## src/rtl/vram_write_arbiter.sv

```systemverilog
// vram_write_arbiter: SPI write FIFO with absolute priority over an optional block-fill engine.
// The fill engine is built only when VRAM_ARB_FILL_EN is defined.
module vram_write_arbiter #(
  parameter int FIFO_DEPTH = 4
) (
  input  logic                         PixClk5,
  input  logic                         nReset,
  input  logic                         SpiWrEn,
  input  logic [11:0]                  SpiWrAddr,
  input  logic [17:0]                  SpiWrData,
  input  logic                         FillStart,
  input  logic [11:0]                  FillAddr,
  input  logic [11:0]                  FillCount,
  input  logic [17:0]                  FillData,
  input  logic                         RamReady,
  output logic                         RamWrEn,
  output logic [11:0]                  RamWrAddr,
  output logic [17:0]                  RamWrData,
  output logic                         FillBusy,
  output logic                         FillDone,
  output logic                         Overflow,
  output logic [$clog2(FIFO_DEPTH):0]  FifoLevel
);
  localparam int AW = $clog2(FIFO_DEPTH);
  logic [29:0]   mem_q [FIFO_DEPTH];
  logic [AW-1:0] wr_q, rd_q;
  logic [AW:0]   cnt_q;
  logic          ovf_q, wr_en_q;
  logic [11:0]   wr_addr_q;
  logic [17:0]   wr_data_q;
  logic          empty, full, pop, push, fill_wr;
  logic [11:0]   fill_addr;
  logic [17:0]   fill_data;
  assign empty = cnt_q == '0;
  assign full  = cnt_q == (AW+1)'(FIFO_DEPTH);
  assign pop   = RamReady && !empty;
  // A full FIFO still accepts a push when the head leaves at the same edge
  assign push  = SpiWrEn && (!full || pop);
  always_ff @(posedge PixClk5)
    if (push) mem_q[wr_q] <= {SpiWrAddr, SpiWrData};
  always_ff @(posedge PixClk5 or negedge nReset)
    if (!nReset) begin
      wr_q      <= '0;
      rd_q      <= '0;
      cnt_q     <= '0;
      ovf_q     <= 1'b0;
      wr_en_q   <= 1'b0;
      wr_addr_q <= '0;
      wr_data_q <= '0;
    end else begin
      wr_q    <= wr_q + AW'(push);
      rd_q    <= rd_q + AW'(pop);
      cnt_q   <= cnt_q + (AW+1)'(push) - (AW+1)'(pop);
      ovf_q   <= ovf_q || (SpiWrEn && full && !pop);
      wr_en_q <= pop || fill_wr;
      if (pop) begin
        wr_addr_q <= mem_q[rd_q][29:18];
        wr_data_q <= mem_q[rd_q][17:0];
      end else if (fill_wr) begin
        wr_addr_q <= fill_addr;
        wr_data_q <= fill_data;
      end
    end
`ifdef VRAM_ARB_FILL_EN
  typedef enum logic [1:0] {IDLE, RUN, DONE} fill_state_t;
  fill_state_t state_q, state_d;
  logic [11:0] faddr_q, faddr_d, fcnt_q, fcnt_d;
  logic [17:0] fdata_q, fdata_d;
  always_ff @(posedge PixClk5 or negedge nReset)
    if (!nReset) begin
      state_q <= IDLE;
      faddr_q <= '0;
      fcnt_q  <= '0;
      fdata_q <= '0;
    end else begin
      state_q <= state_d;
      faddr_q <= faddr_d;
      fcnt_q  <= fcnt_d;
      fdata_q <= fdata_d;
    end
  always_comb begin
    state_d = state_q;
    faddr_d = faddr_q;
    fcnt_d  = fcnt_q;
    fdata_d = fdata_q;
    fill_wr = 1'b0;
    unique case (state_q)
      IDLE:
        if (FillStart) begin
          state_d = FillCount != '0 ? RUN : DONE;
          faddr_d = FillAddr;
          fcnt_d  = FillCount;
          fdata_d = FillData;
        end
      RUN: begin
        fill_wr = RamReady && empty;
        if (fill_wr) begin
          faddr_d = faddr_q + 12'd1;
          fcnt_d  = fcnt_q - 12'd1;
          state_d = fcnt_q == 12'd1 ? DONE : RUN;
        end
      end
      default: state_d = IDLE;
    endcase
  end
  assign fill_addr = faddr_q;
  assign fill_data = fdata_q;
  assign FillBusy  = state_q != IDLE;
  assign FillDone  = state_q == DONE;
`else
  logic unused_fill;
  assign unused_fill = ^{FillStart, FillAddr, FillCount, FillData};
  assign fill_wr   = 1'b0;
  assign fill_addr = '0;
  assign fill_data = '0;
  assign FillBusy  = 1'b0;
  assign FillDone  = 1'b0;
`endif
  assign RamWrEn   = wr_en_q;
  assign RamWrAddr = wr_addr_q;
  assign RamWrData = wr_data_q;
  assign Overflow  = ovf_q;
  assign FifoLevel = cnt_q;
endmodule

```

## config.mk

```make
export PLATFORM = sky130hd
export DESIGN_NAME = vram_write_arbiter
export DESIGN_NICKNAME = d
export VERILOG_FILES = /design/src/rtl/vram_write_arbiter.sv
export SDC_FILE = /design/constraint.sdc
export NUM_CORES = 1
export LEC_CHECK = 0
export BUFFER_PORTS_ARGS = -buffer_cell sky130_fd_sc_hd__clkbuf_2
export CORE_ASPECT_RATIO = 1.2
export CORE_MARGIN = 4
export CORE_UTILIZATION = 40
export DETAILED_ROUTE_END_ITERATION = 7
export SLEW_MARGIN = 25
export SYNTH_ARGS = -nofsm -noshare
export SYNTH_HDL_FRONTEND = slang
export SYNTH_SLANG_ARGS = --single-unit
```

## constraint.sdc

```tcl
create_clock -name PixClk5 -period 4.2 [get_ports PixClk5]
set_input_delay 0.42 -clock PixClk5 [delete_from_list [all_inputs] [get_ports PixClk5]]
set_output_delay 0.42 -clock PixClk5 [all_outputs]
set_load 0.01 [all_outputs]
```

==> results.toml <==
[critical_path]
worst_r2r_startpoint = "FifoLevel[1]$_DFF_PN0_"
ff2ff_setup_slack_ps = 1760
r2r-end = "FifoLevel[2]$_DFF_PN0_"
crit_type = "register to register"
crit_path_end_kind = "register"
r2r.worst_path.cells = 8
cp_data_required_time_ps = 4490
crit_path_max_fanout = 7
worstPathArrival_ps = 2720
timing.critical_path.from_type = "register"

[synthesis]
synth.top_cells.by_count = "edfxtp_1 (120), dfrtp_1 (39), mux2_2 (30), mux4_2 (30)"
cell_area_after_synthesis_um2 = 5880
synth_top_family_by_area = "multiplexers"
synth_top_cells_by_area = "edfxtp_1 (61%), dfrtp_1 (17%), mux4_2 (11%)"
synth_enable_flop_cells = 120
syn_avg_cell_area_um2 = 23.2
fraction_of_the_mapped_netlist_area_in_adder_cells = 0.0119
synth-seq-area-share = 0.779
synth_compound_gate_area_share = 0.00341
synth_cells = 253
synth_async_reset_ratio = 0.245
ys_seq_elements = 159
synthesis.yosys.warnings = 0
synth_top_cell_area_share = 0.613
most_repeated_cell_in_the_gate_level_netlist_after_synthesis = "edfxtp_1"
yosys.area_share.xor_xnor = 0.00596
synthSimpleGateAreaFrac = 0.0113
ys_dominant_reg_cell = "edfxtp_1"
yosysUniqueCellTypes = 22
netlist.top_cell.by_area = "edfxtp_1"
yosys-mux-area-fraction = 0.172

[clock_network]
h-tree-depth = 4
clock_sinks = 159
post_cts.repair.setup_buffers = 0
worst_skew_pair.late_latency_ps = 410
clockBufferDepth = 2
hold_bufs_inserted_after_cts = 0
post_cts_resized = 0
cts_root_buffer = "clkbuf_16"
tritoncts.num_buffers = 17
tritoncts = "done"
worst_setup_hold_path_clk_slew_ps = 60

[die]
die-height_um = 141
fp.dieArea_um2 = 16700
initial_core_util = 0.408
io-pin-count = 114
floorplan.die.width_um = 119
core_area_um2 = 14400
site_row_count = 48

[placed_design]
placement.io_buffers = 68
routability_congestion_estimate_from_global_placement = 0.661
dpl_worst_slack_ps = 1440
dpl.hpwl_mm = 6.30

[drt]
routed_wl_mm = 10.4
vias_per_cell = 5.08
drt_first_pass_iters = 4
remaining_drc_errors = 0
drt_iter0_markers = 107
drtAntennaViolNets = 0
detailroute.via_count = 2672
avgRoutedWirePerCell_um = 19.8

[sta]
post-route-min-period_ps = 2440
max_freq_ghz = 0.411
report.final.setup_viol = 0
period_share = 0.580
hold_viol = 0
slew_headroom = 0.353
whs_ps = 86.1
grt_setup_unrepaired = "false"
timing.final.ws_setup_ps = 1760
slew_violations = 0
timing_worst_slew_pin_value_ps = 969
post_route_clock_skew_ps = 8.15
setup_tns_ps = 0

[global_routing]
grt_first_pass_wirelength_mm = 16.5
globalRouteTotalUtil = 0.134
grt.overflow.total = 0
grt_antenna_before_repair = 0
grt_pass1_vias = 2980
largest_net_degree_at_the_start_of_global_routing = 40

[pwr]
peakVddDrop_v = 0.000296
powerDensity_nw_per_um2 = 719
static-leakage-power_nw = 2.58
power_mw = 5.06

[outcome]
status = "completed"

[flow_run]
max_cap_viol_count = 0

[min_path]
min_path_type = "input port to asynchronous set/reset pin"

[final_layout]
num_antenna_cells = 0
nets = 420
layout.filler_cells = 1200
post_route_cells_drive_above_1_share = 0.490
flow.area_growth_from_synthesis_pct = 19.8
-- sequential cells by signal, indices dropped and copies added, names as in the netlist --
name	cells
RamWrAddr	12
RamWrData	18
Overflow	1
mem_q	120
rd_q	2
wr_q	2
RamWrEn	1
FifoLevel	3
-- how the worst max path moves through the flow --
| stage | slack, ps | startpoint | to | depth (start not counted) |
|---|---|---|---|---|
| final | 1760 | FifoLevel[1]$_DFF_PN0_ | FifoLevel[2]$_DFF_PN0_ | 8 |
| after global routing | 1580 | FifoLevel[1]$_DFF_PN0_ | FifoLevel[2]$_DFF_PN0_ | 8 |
| after CTS | 1440 | FifoLevel[1]$_DFF_PN0_ | FifoLevel[2]$_DFF_PN0_ | 8 |
| after detailed placement | 1440 | RamReady | FifoLevel[2]$_DFF_PN0_ | 9 |
| after global placement | 1500 | RamReady | FifoLevel[2]$_DFF_PN0_ | 9 |
| after floorplan | 70 | FifoLevel[2]$_DFF_PN0_ | mem_q[2][0]$_DFFE_PP_ | 2 |
-- layout by cell type, fill, tap and decap left out --
cell          n
nor2b_1       1
fa_1          1
a21o_1        1
clkbuf_1      3
clkinvlp_4    3
edfxtp_1    120
nor4bb_4      2
nand2b_1      1
o31ai_4       1
clkinv_2      5
xnor2_1       1
clkbuf_16    17
clkinv_1      1
nor4b_4       2
buf_4         7
bufinv_16     1
mux4_2       30
inv_1         4
clkbuf_2     68
buf_12        1
xor2_1        3
clkinv_4      2
dfrtp_2       2
ha_1          4
and4b_2       1
dfrtp_1      37
conb_1        2
mux2_2       30
-- critical path: stages, from the launching register on --
cell	delay, ps
dfrtp_1	470
nor4b_4	660
nand2b_1	190
ha_1	120
inv_1	40
ha_1	180
fa_1	370
xor2_1	160
xnor2_1	130
-- metrics by stage --
step           std cells  utilization  area [um^2]
5_1_grt              526        0.488         7040
4_1_cts              526        0.488         7030
3_3_place_gp         494        0.451         6500
2_1_floorplan        254            -         5890
3_5_place_dp         494        0.451         6500
6_report             526        0.488         7040
-- kinds of logic (layout without fill, tap and decap cells) --
| family | Yosys count | after routing |
|---|---|---|
| flip-flops | 159 | 159 |
| other | 1 | 2 |
| buffers and inverters | 15 | 112 |
| adder cells (fa/ha/maj) | 5 | 5 |
| AND/OR/NAND/NOR | 7 | 7 |
| XOR/XNOR | 4 | 4 |
| AO/OA/AOI/OAI | 2 | 2 |
| multiplexers | 60 | 60 |
-- layout make-up --
type,count,area [um^2],share of cell area
clock inverters,12,98.8,0.0140
well taps,175,219,0.0311
repair buffers,76,413,0.0586
multi-input cells,80,1280,0.181
flip-flops and latches,159,4580,0.651
clock buffers,20,437,0.0620
inverters,4,15.0,0.00213
-- per-layer routing --
metal	global-route usage	up-vias	wire, um
met3	0.0393	11	379
met5	0	-	0
met1	0.154	1419	4220
li1	-	1193	-
met4	0.0567	0	172
met2	0.233	49	5630
-- where the power goes --
group	total (mW)	internal (mW)	switching, mW
registers	2.45	2.15	0.305
clock network	1.38	0.808	0.576
logic	1.23	0.691	0.538
total	5.06	3.65	1.42
No activity file was read; power rests on OpenSTA's default activity.
